### src/rtl/dmem_arbiter.sv
// ---------------------------------------------------------------------------
// dmem_arbiter
//
// Shares the single-port data memory between the CPU MEM stage and an
// accelerator/DMA burst requester. The CPU owns the memory by default and
// passes through combinationally. The accelerator is granted the memory for
// a burst of up to MAX_BURST beats. While it holds the grant, the CPU is
// stalled if it tries to access memory.
//
// Build option:
//   DMEM_ARB_STARVE_EN - when defined, a starvation counter forces a grant
//                        after STARVE_LIMIT blocked request cycles. When it
//                        is undefined, the accelerator is granted only in
//                        cycles where the CPU makes no access.
//
// Ports:
//   clk, rst_n            clock, synchronous active-low reset
//   cpu_rd/cpu_wr         MEM-stage strobes; cpu_addr, cpu_wdata
//   cpu_rdata, cpu_stall  read data back to MEM stage, pipeline hold
//   acc_req, acc_wr       burst request (held), beat direction
//   acc_addr, acc_wdata   per-beat address/data; acc_len burst length
//   acc_gnt, acc_ack      accelerator owns memory, beat accepted
//   acc_rdata, acc_rvalid registered read data, valid one cycle after beat
//   acc_done              pulse on the final beat
//   mem_rd/mem_wr, mem_addr, mem_wdata, mem_rdata   data memory port
// ---------------------------------------------------------------------------
module dmem_arbiter #(
    parameter int AW           = 7,
    parameter int DW           = 32,
    parameter int MAX_BURST    = 8,
    parameter int STARVE_LIMIT = 4
) (
    input  logic          clk,
    input  logic          rst_n,
    input  logic          cpu_rd,
    input  logic          cpu_wr,
    input  logic [AW-1:0] cpu_addr,
    input  logic [DW-1:0] cpu_wdata,
    output logic [DW-1:0] cpu_rdata,
    output logic          cpu_stall,
    input  logic          acc_req,
    input  logic          acc_wr,
    input  logic [AW-1:0] acc_addr,
    input  logic [DW-1:0] acc_wdata,
    input  logic [3:0]    acc_len,
    output logic          acc_gnt,
    output logic          acc_ack,
    output logic [DW-1:0] acc_rdata,
    output logic          acc_rvalid,
    output logic          acc_done,
    output logic          mem_rd,
    output logic          mem_wr,
    output logic [AW-1:0] mem_addr,
    output logic [DW-1:0] mem_wdata,
    input  logic [DW-1:0] mem_rdata
);

    localparam logic [0:0] IDLE  = 1'b0;
    localparam logic [0:0] BURST = 1'b1;

    localparam logic [3:0] MAX_LEN = 4'(MAX_BURST);

    logic [0:0] state;
    logic [3:0] len;
    logic [3:0] beat_cnt;
    logic [3:0] len_clamped;
    logic       cpu_access;
    logic       grant;
    logic       beat;
    logic       last_beat;

    assign cpu_access = cpu_rd | cpu_wr;
    assign beat       = (state == BURST) && acc_req;
    assign last_beat  = beat && (beat_cnt == len - 4'd1);

    // A zero length still moves one beat; over-long bursts are cut to MAX_LEN.
    always_comb begin
        if (acc_len == 4'd0)
            len_clamped = 4'd1;
        else if (acc_len > MAX_LEN)
            len_clamped = MAX_LEN;
        else
            len_clamped = acc_len;
    end

`ifdef DMEM_ARB_STARVE_EN
    localparam int              SW         = $clog2(STARVE_LIMIT + 1);
    localparam logic [SW-1:0]   STARVE_MAX = SW'(STARVE_LIMIT);

    logic [SW-1:0] starve_cnt;

    // The CPU access in the grant cycle still passes through in IDLE, so a
    // forced grant never drops a CPU transfer.
    assign grant = (state == IDLE) && acc_req &&
                   (!cpu_access || (starve_cnt == STARVE_MAX));

    // Counts IDLE cycles where the accelerator waited behind a CPU access.
    // It is zero whenever IDLE is re-entered, so the CPU always gets at
    // least one cycle after a burst.
    always_ff @(posedge clk) begin
        if (!rst_n)
            starve_cnt <= '0;
        else if ((state != IDLE) || !acc_req || grant)
            starve_cnt <= '0;
        else if (cpu_access && (starve_cnt != STARVE_MAX))
            starve_cnt <= starve_cnt + 1'b1;
    end
`else
    assign grant = (state == IDLE) && acc_req && !cpu_access;
`endif

    // NOTE: every output gets a default first so no path leaves a latch.
    always_comb begin
        mem_rd    = cpu_rd;
        mem_wr    = cpu_wr;
        mem_addr  = cpu_addr;
        mem_wdata = cpu_wdata;
        cpu_rdata = mem_rdata;
        cpu_stall = 1'b0;
        acc_gnt   = 1'b0;
        acc_ack   = 1'b0;
        acc_done  = 1'b0;
        if (state == BURST) begin
            mem_rd    = beat & ~acc_wr;
            mem_wr    = beat & acc_wr;
            mem_addr  = acc_addr;
            mem_wdata = acc_wdata;
            cpu_rdata = '0;
            cpu_stall = cpu_access;
            acc_gnt   = 1'b1;
            acc_ack   = beat;
            acc_done  = last_beat;
        end
    end

    // NOTE: state registers use non-blocking assignments so every flop
    // samples the pre-edge values regardless of statement order.
    always_ff @(posedge clk) begin
        if (!rst_n) begin
            state      <= IDLE;
            len        <= 4'd0;
            beat_cnt   <= 4'd0;
            acc_rdata  <= '0;
            acc_rvalid <= 1'b0;
        end else begin
            // Read data is captured on the beat and presented one cycle
            // later, including after the final beat when already in IDLE.
            acc_rvalid <= beat & ~acc_wr;
            if (beat && !acc_wr)
                acc_rdata <= mem_rdata;

            case (state)
                IDLE: begin
                    if (grant) begin
                        state    <= BURST;
                        len      <= len_clamped;
                        beat_cnt <= 4'd0;
                    end
                end
                BURST: begin
                    if (beat)
                        beat_cnt <= beat_cnt + 4'd1;
                    // Dropping acc_req aborts without a done pulse.
                    if (!acc_req || last_beat)
                        state <= IDLE;
                end
                default: state <= IDLE;
            endcase
        end
    end

endmodule

### config.mk
export PLATFORM = sky130hd
export DESIGN_NAME = dmem_arbiter
export DESIGN_NICKNAME = d
export VERILOG_FILES = /design/src/rtl/dmem_arbiter.sv
export SDC_FILE = /design/constraint.sdc
export NUM_CORES = 1
export LEC_CHECK = 0
export ABC_AREA = 1
export BUFFER_PORTS_ARGS = -buffer_cell sky130_fd_sc_hd__buf_2
export CORE_AREA = 4 4 87 89
export CTS_CLUSTER_SIZE = 8
export DETAILED_ROUTE_END_ITERATION = 10
export DIE_AREA = 0 0 91 93
export PLACE_DENSITY_LB_ADDON = 0.3
export SLEW_MARGIN = 20
export SYNTH_ARGS = -nofsm -noshare
export SYNTH_HDL_FRONTEND = slang
export SYNTH_SLANG_ARGS = --single-unit
### constraint.sdc
create_clock -name clk -period 2.95 [get_ports clk]
set_input_delay 0.4425 -clock clk [delete_from_list [all_inputs] [get_ports clk]]
set_output_delay 0.4425 -clock clk [all_outputs]
set_load 0.02 [all_outputs]
==> results of run 1 <==
## final timing paths
kind                                 endpoint  slack [ps]  cells past startpoint
worst max-delay path              mem_addr[3]         470                      4
worst min-delay path            acc_rdata[15]         400                      3
worst max register to register         len[0]         840                      5
worst min register to register         len[1]         470                      2
## power by group
group          leakage, nW  switching, mW  internal [mW]
combinational         1.85          0.238          0.148
clock               0.0714          0.201          0.361
sequential           0.340        0.00950          0.576
total                 2.26          0.448           1.09
## metrics by stage
| stage | hold WS [ps] | utilization (%) | power [mW] |
|---|---|---|---|
| finish | 400 | 53.8 | 1.53 |
| global route | 399 | 53.8 | 1.61 |
| CTS | 388 | 53.8 | 1.55 |
| detailed placement | 461 | 51.7 | 0.987 |
| global placement | 455 | 51.7 | 0.983 |
| floorplan | 445 | - | 0.807 |
## registers in the layout, indices dropped and copies added, names as in the netlist
name,count
state,1
len,4
beat_cnt,4
acc_rvalid,1
acc_rdata,32
## layer usage
layer | GRT usage, % | vias up | share of wire, % | wire length, um
met1 | 23.6 | 1305 | 41 | 3610
met3 | 4.67 | 6 | 8.6 | 767
met4 | 5.90 | 0 | 0.94 | 84
met2 | 35.6 | 150 | 50 | 4430
li1 | - | 1617 | - | -
met5 | 0 | - | 0 | 0
## cells in the final DEF, fill, tap and decap left out, drive strengths merged
cell and instances:
a211oi 1, nor2 43, ha 2, a31oi 1, xor2 2, o21ai 35
nor3 1, buf 233, clkinv 2, clkbuf 6, nand2 142, dfxtp 42
a21oi 41, nand3 6, xnor2 1, inv 41, bufinv 2
## area by class of cell
| cell class | instances | area, sq um | share of cell area [%] |
|---|---|---|---|
| Tap cell | 80 | 100 | 2.75 |
| Sequential cell | 42 | 842 | 23.2 |
| Clock inverter | 2 | 60.1 | 1.65 |
| Clock buffer | 6 | 82.6 | 2.27 |
| Multi-Input combinational cell | 275 | 1200 | 33.0 |
| Timing Repair Buffer | 233 | 1190 | 32.7 |
| Inverter | 43 | 163 | 4.48 |
## kinds of logic (layout without fill, tap and decap cells)
family / count (synthesis) / after routing / synth area share (%)
AOI/OAI and AO/OA: 78 / 78 / 17.1
xor gates and xnor gates: 3 / 3 / 1.14
adders and majority gates: 2 / 2 / 1.08
buffers and inverters: 65 / 284 / 12.0
DFF: 42 / 42 / 36.4
and+or+nand+nor: 192 / 192 / 32.3
## worst max-delay path: cells and delay by family (launching register included)
family,cells,cell delay [ps]
simple gates,2,290
buf+inv,2,790
flops,1,660
==> results.md, run 1 <==
* Min Tclk post-route at approximately 2500 ps
* Share of cells above drive strength 1 at between 40 and 50%
* Synth area leader: dfxtp_1
* Synth Instances at between 300 and 400
* Postcts setup bufs at 0
* Fmax at between 400 and 500 MHz
* Post-synth cell types at 23
* Syn_area_per_cell at ~6.0 sq um
* Final setup vio count at 0
* Worst setup path category: reg -> out
* Leakage at about 2.3 nW
* Final instance area at 0.00363 sq mm
* Slew HR at around three fifths
* CTS clk-pin slew, worst paths at 80 ps
* RSZ-0062 raised after global routing: false
* Die X at just over 90 um
* Critical path's largest stage delay at 660 ps
* CP required at between 2000 and 3000 ps
* Flops & latches, synth at 42
* Arr. time, crit path at 2040 ps
* Max Clock Skew at 4.52 ps
* Row count at 30
* Via Count at a little over 3k
* Most frequent cells after synthesis: 141 x nand2_1, 42 x dfxtp_1, 41 x a21oi_1, 41 x inv_1, 41 x nor2_1
* Port bufs at around 230
* Worst VDD drop at 0.000265 V
* # IOs at 230
* Dominant cells by area after synthesis: dfxtp_1 36%, nand2_1 23%, a21oi_1 8.9%
* # resized after CTS at 0
* Nets at slightly above 700
* Syn nets at slightly above 500
* Initial antenna violation count at 0
* Gr usage total at approximately a fifth
* Routed wire per std cell at 13.1 um
* Beginning of the critical path: state
* Worst-margin pin slew at 596 ps
* Sum Neg Setup Slack at 0 ps
* Power Dens Cells at between 400 and 500 mW/mm^2
* Dpl ws at about 780 ps
* Worst path most repeated cell: nand2_1
* Status: finished clean
* DRT Wirelength at around 8.9 mm
* Maxcap violations at 0
* Area Overhead vs Synth at 57.3%
* Largest net degree at the start of global routing at just over 50
* Placeable Area at around 0.0068 sq mm
* CP max-delay cell: dfxtp_2
* Height of the die at about 93 um
* First-pass GRT wire length at 13.8 mm
* GPL Wtd Cong at between 0.8 and 0.9
* Root Buffer: clkbuf_8
* Die Area at roughly 0.0085 sq mm
* CTS Hold Bufs at 0
* H-tree depth at 2
* DR vias/cell at ~4.5
* Worst skew pair latency at slightly below 300 ps
* Post-synth top flop: dfxtp_1
* CTS Sinks at 42
* Tcrit/Tclk final at a little over four fifths
* Initial DRC Count at 88
* Setup WS post-layout at 467 ps
* Worst path cell trace: clkinv_2, nand2_1, nand2_1, buf_2
* Critical-path maximum fanout at 44
* CTS tree: done
* Residual DRC at 0
* Asr flop ratio synth at 0%
* Total grt overflow at 0
* Max-slew violation count at 0
* Crit path capture type: primary output
* Placement Cell Area at ~0.0035 sq mm
* Synth warn at 0
* Number of flops mapped to enable cells by yosys at 0
* Seq/Total Area, Yosys at 36.4%
* Max Root-Sink Buffers at 2
* Hold Crit Start: mem_rdata[15]
* Cell with the most instances after synthesis: nand2_1
* Fillers at ~700
* 1st-pass router iterations at 4
* HPWL after DPL at 7.09 mm
* Post-Place Cells at between 600 and 700
* Fin cells at about 680
* Antenna fix cells at 0
* Element type at the critical path start: register
* Vias in the first global route at around 2.9k
* CTS buffer count at 5
* Netlist Area Pre-Place at between 0.002 and 0.0025 sq mm
* Share of Yosys cell area claimed by the top area cell type at 36.4%
* Hold Path Class: in -> reg
* Fin. Hold Viols at 0
* Final ANT Viol Nets at 0
* Initial Util at between 30% and 40%
* Critical R2R Launch: state
No activity file was read; power rests on OpenSTA's default activity.
==> inputs of run 2 (changes only) <==
--- a/config.mk
+++ b/config.mk
@@ -7,10 +7,11 @@
 export LEC_CHECK = 0
 export ABC_AREA = 1
 export BUFFER_PORTS_ARGS = -buffer_cell sky130_fd_sc_hd__buf_2
-export CORE_AREA = 4 4 87 89
+export CORE_ASPECT_RATIO = 0.9
+export CORE_MARGIN = 4
+export CORE_UTILIZATION = 33
 export CTS_CLUSTER_SIZE = 8
 export DETAILED_ROUTE_END_ITERATION = 10
-export DIE_AREA = 0 0 91 93
 export PLACE_DENSITY_LB_ADDON = 0.3
 export SLEW_MARGIN = 20
 export SYNTH_ARGS = -nofsm -noshare
==> constraint.sdc (replaced) <==
create_clock -name clk -period 2.1 [get_ports clk]
set_input_delay 0.315 -clock clk [delete_from_list [all_inputs] [get_ports clk]]
set_output_delay 0.315 -clock clk [all_outputs]
set_load 0.02 [all_outputs]
==> results.md, run 2 (synthesis results as in run 1) <==
* Final ANT Viol Nets at 0 (unchanged)
* Share of cells above drive strength 1 at 41.4% (+0.33 points)
* Initial DRC Count at 95 (+8.0%)
* GPL Wtd Cong at 0.810 (-5.6%)
* Placeable Area at 0.00669 sq mm (-0.96%)
* CTS clk-pin slew, worst paths at 80 ps (about the same)
* Worst path most repeated cell: nand2_1
* Top Family by Delay on Critical Path: simple AND/OR/NAND/NOR gates
* Area Overhead vs Synth at 57.6%
* Element type at the critical path start: register
* First-pass GRT wire length at 12.7 mm (-8.0%)
* Routed wire per std cell at 12.6 um (-3.8%)
* Row count at 28 (-6.7%)
* Maxcap violations at 0 (unchanged)
* Die Area at 0.00840 sq mm (-0.71%)
* Post-Place Cells at 683 (+1.5%)
* Most frequent cells in the layout: 228 x buf_2, 141 x nand2_1, 41 x inv_1, 41 x a21oi_1
* Initial Util at 34.5% (+0.33 points)
* # resized after CTS at 0 (unchanged)
* CTS tree: done
* Total grt overflow at 0 (unchanged)
* Worst VDD drop at 0.000333 V (+26%)
* Fmax at ~510 MHz
* Initial antenna violation count at 0 (unchanged)
* Largest net degree at the start of global routing at 65 (+27%)
* HPWL after DPL at 7.03 mm (-0.84%)
* CP required at 1780 ps (-730 ps)
* Worst path cell trace: inv_1, ha_1, nand2_1, inv_1, nor2_2, nand2_1, nor2_1, nand2_1, nor2_1, buf_4
* Sum Neg Setup Slack at 0 ps (unchanged)
* Vias in the first global route at 2,667 (-8.5%)
* RSZ-0062 raised after global routing: false
* Residual DRC at 0 (unchanged)
* Max Root-Sink Buffers at 2 (unchanged)
* Leakage at 2.25 nW (-0.10%)
* Setup WS post-layout at 139 ps (-328 ps)
* Root Buffer: clkbuf_8
* Max-slew violation count at 0 (unchanged)
* Antenna fix cells at 0 (unchanged)
* Hold Path Class: in -> reg
* Top Registers: acc_rdata: 32 flops, beat_cnt: 4 flops, len: 4 flops
* DR vias/cell at 4.36 (-3.5%)
* Port bufs at 229 (unchanged)
* Status: finished clean
* 1st-pass router iterations at 4 (unchanged)
* Critical-path maximum fanout at 3 (-93%)
* Postcts setup bufs at 0 (unchanged)
* Arr. time, crit path at 1650 ps (-390 ps)
* Worst setup path category: reg -> out
* Nets at 722 (unchanged)
* Commonest non-fill, non-tap cell in the layout: buf_2
* Critical path's largest stage delay at 350 ps (-310 ps)
* DRT Wirelength at 8.68 mm (-2.4%)
* Gr usage total at 18.6% (-1.3 points)
* Die X at 96.2 um (+5.7%)
* Max reg flops at 32 (unchanged)
* CP bufs+invs at 3 (+1)
* CTS Sinks at 42 (unchanged)
* CTS Hold Bufs at 0 (unchanged)
* Largest Register: acc_rdata
* Fin. Hold Viols at 0 (unchanged)
* Via Count at 3,013 (-2.1%)
* Fin cells at 691 (+1.5%)
* # IOs at 230 (unchanged)
* Crit path capture type: primary output
* CTS buffer count at 5 (unchanged)
* Final setup vio count at 0 (unchanged)
* Min Tclk post-route at approximately 2000 ps
* Slew HR at 62.8% (+2.6 points)
* Worst-margin pin slew at 558 ps (-38.3 ps)
* Worst skew pair latency at 280 ps (about the same)
* Dpl ws at 408 ps (-374 ps)
* H-tree depth at 2 (unchanged)
* Height of the die at 87.4 um (-6.1%)
* CP max-delay cell: dfxtp_2
* Power Dens Cells at 586 mW/mm^2 (+39%)
* Tcrit/Tclk final at roughly 93%
* Fillers at 698 (+1.3%)
* Max Clock Skew at 6.36 ps (+1.84 ps)
-- run 2: stage by stage --
| step | power, mW | utilization (%) | hold slack [ps] | area, sq um |
|---|---|---|---|---|
| finish | 2.13 | 54.4 | 279 | 3640 |
| CTS | 2.17 | 54.3 | 268 | 3630 |
| floorplan | 1.13 | - | 445 | 2310 |
| global placement | 1.37 | 52.2 | 459 | 3490 |
| global route | 2.26 | 54.4 | 263 | 3640 |
| detailed placement | 1.38 | 52.2 | 458 | 3490 |
-- run 2: metal layers --
metal	wire, um	global-route usage, %	vias to the layer above
li1	-	-	1611
met1	3450	22.6	1311
met2	4580	33.9	85
met3	581	3.89	6
met4	72	2.84	0
met5	0	0	-
-- run 2: worst paths after layout --
path	start	endpoint	slack [ps]	cells past startpoint
worst min-delay path	mem_rdata[22]	acc_rdata[22]	280	3
worst max-delay path	len[0]	acc_done	140	10
worst max register to register	state	len[0]	610	5
worst min register to register	len[1]	len[1]	470	2
-- run 2: layout make-up --
| class | count | area (sq um) | share of cell area (%) |
|---|---|---|---|
| Tap cell | 90 | 113 | 3.09 |
| Clock buffer | 6 | 82.6 | 2.27 |
| Sequential cell | 42 | 843 | 23.2 |
| Timing Repair Buffer | 233 | 1180 | 32.4 |
| Multi-Input combinational cell | 275 | 1200 | 33.0 |
| Inverter | 43 | 164 | 4.50 |
| Clock inverter | 2 | 60.1 | 1.65 |
-- run 2: power breakdown --
group	switching, mW	internal (mW)
Clock	0.267	0.507
Sequential	0.00835	0.810
Combinational	0.335	0.207
Total	0.611	1.52
-- run 2: worst min-delay path: stages --
cell	delay, ps
buf_2	90
inv_1	50
a21oi_1	60
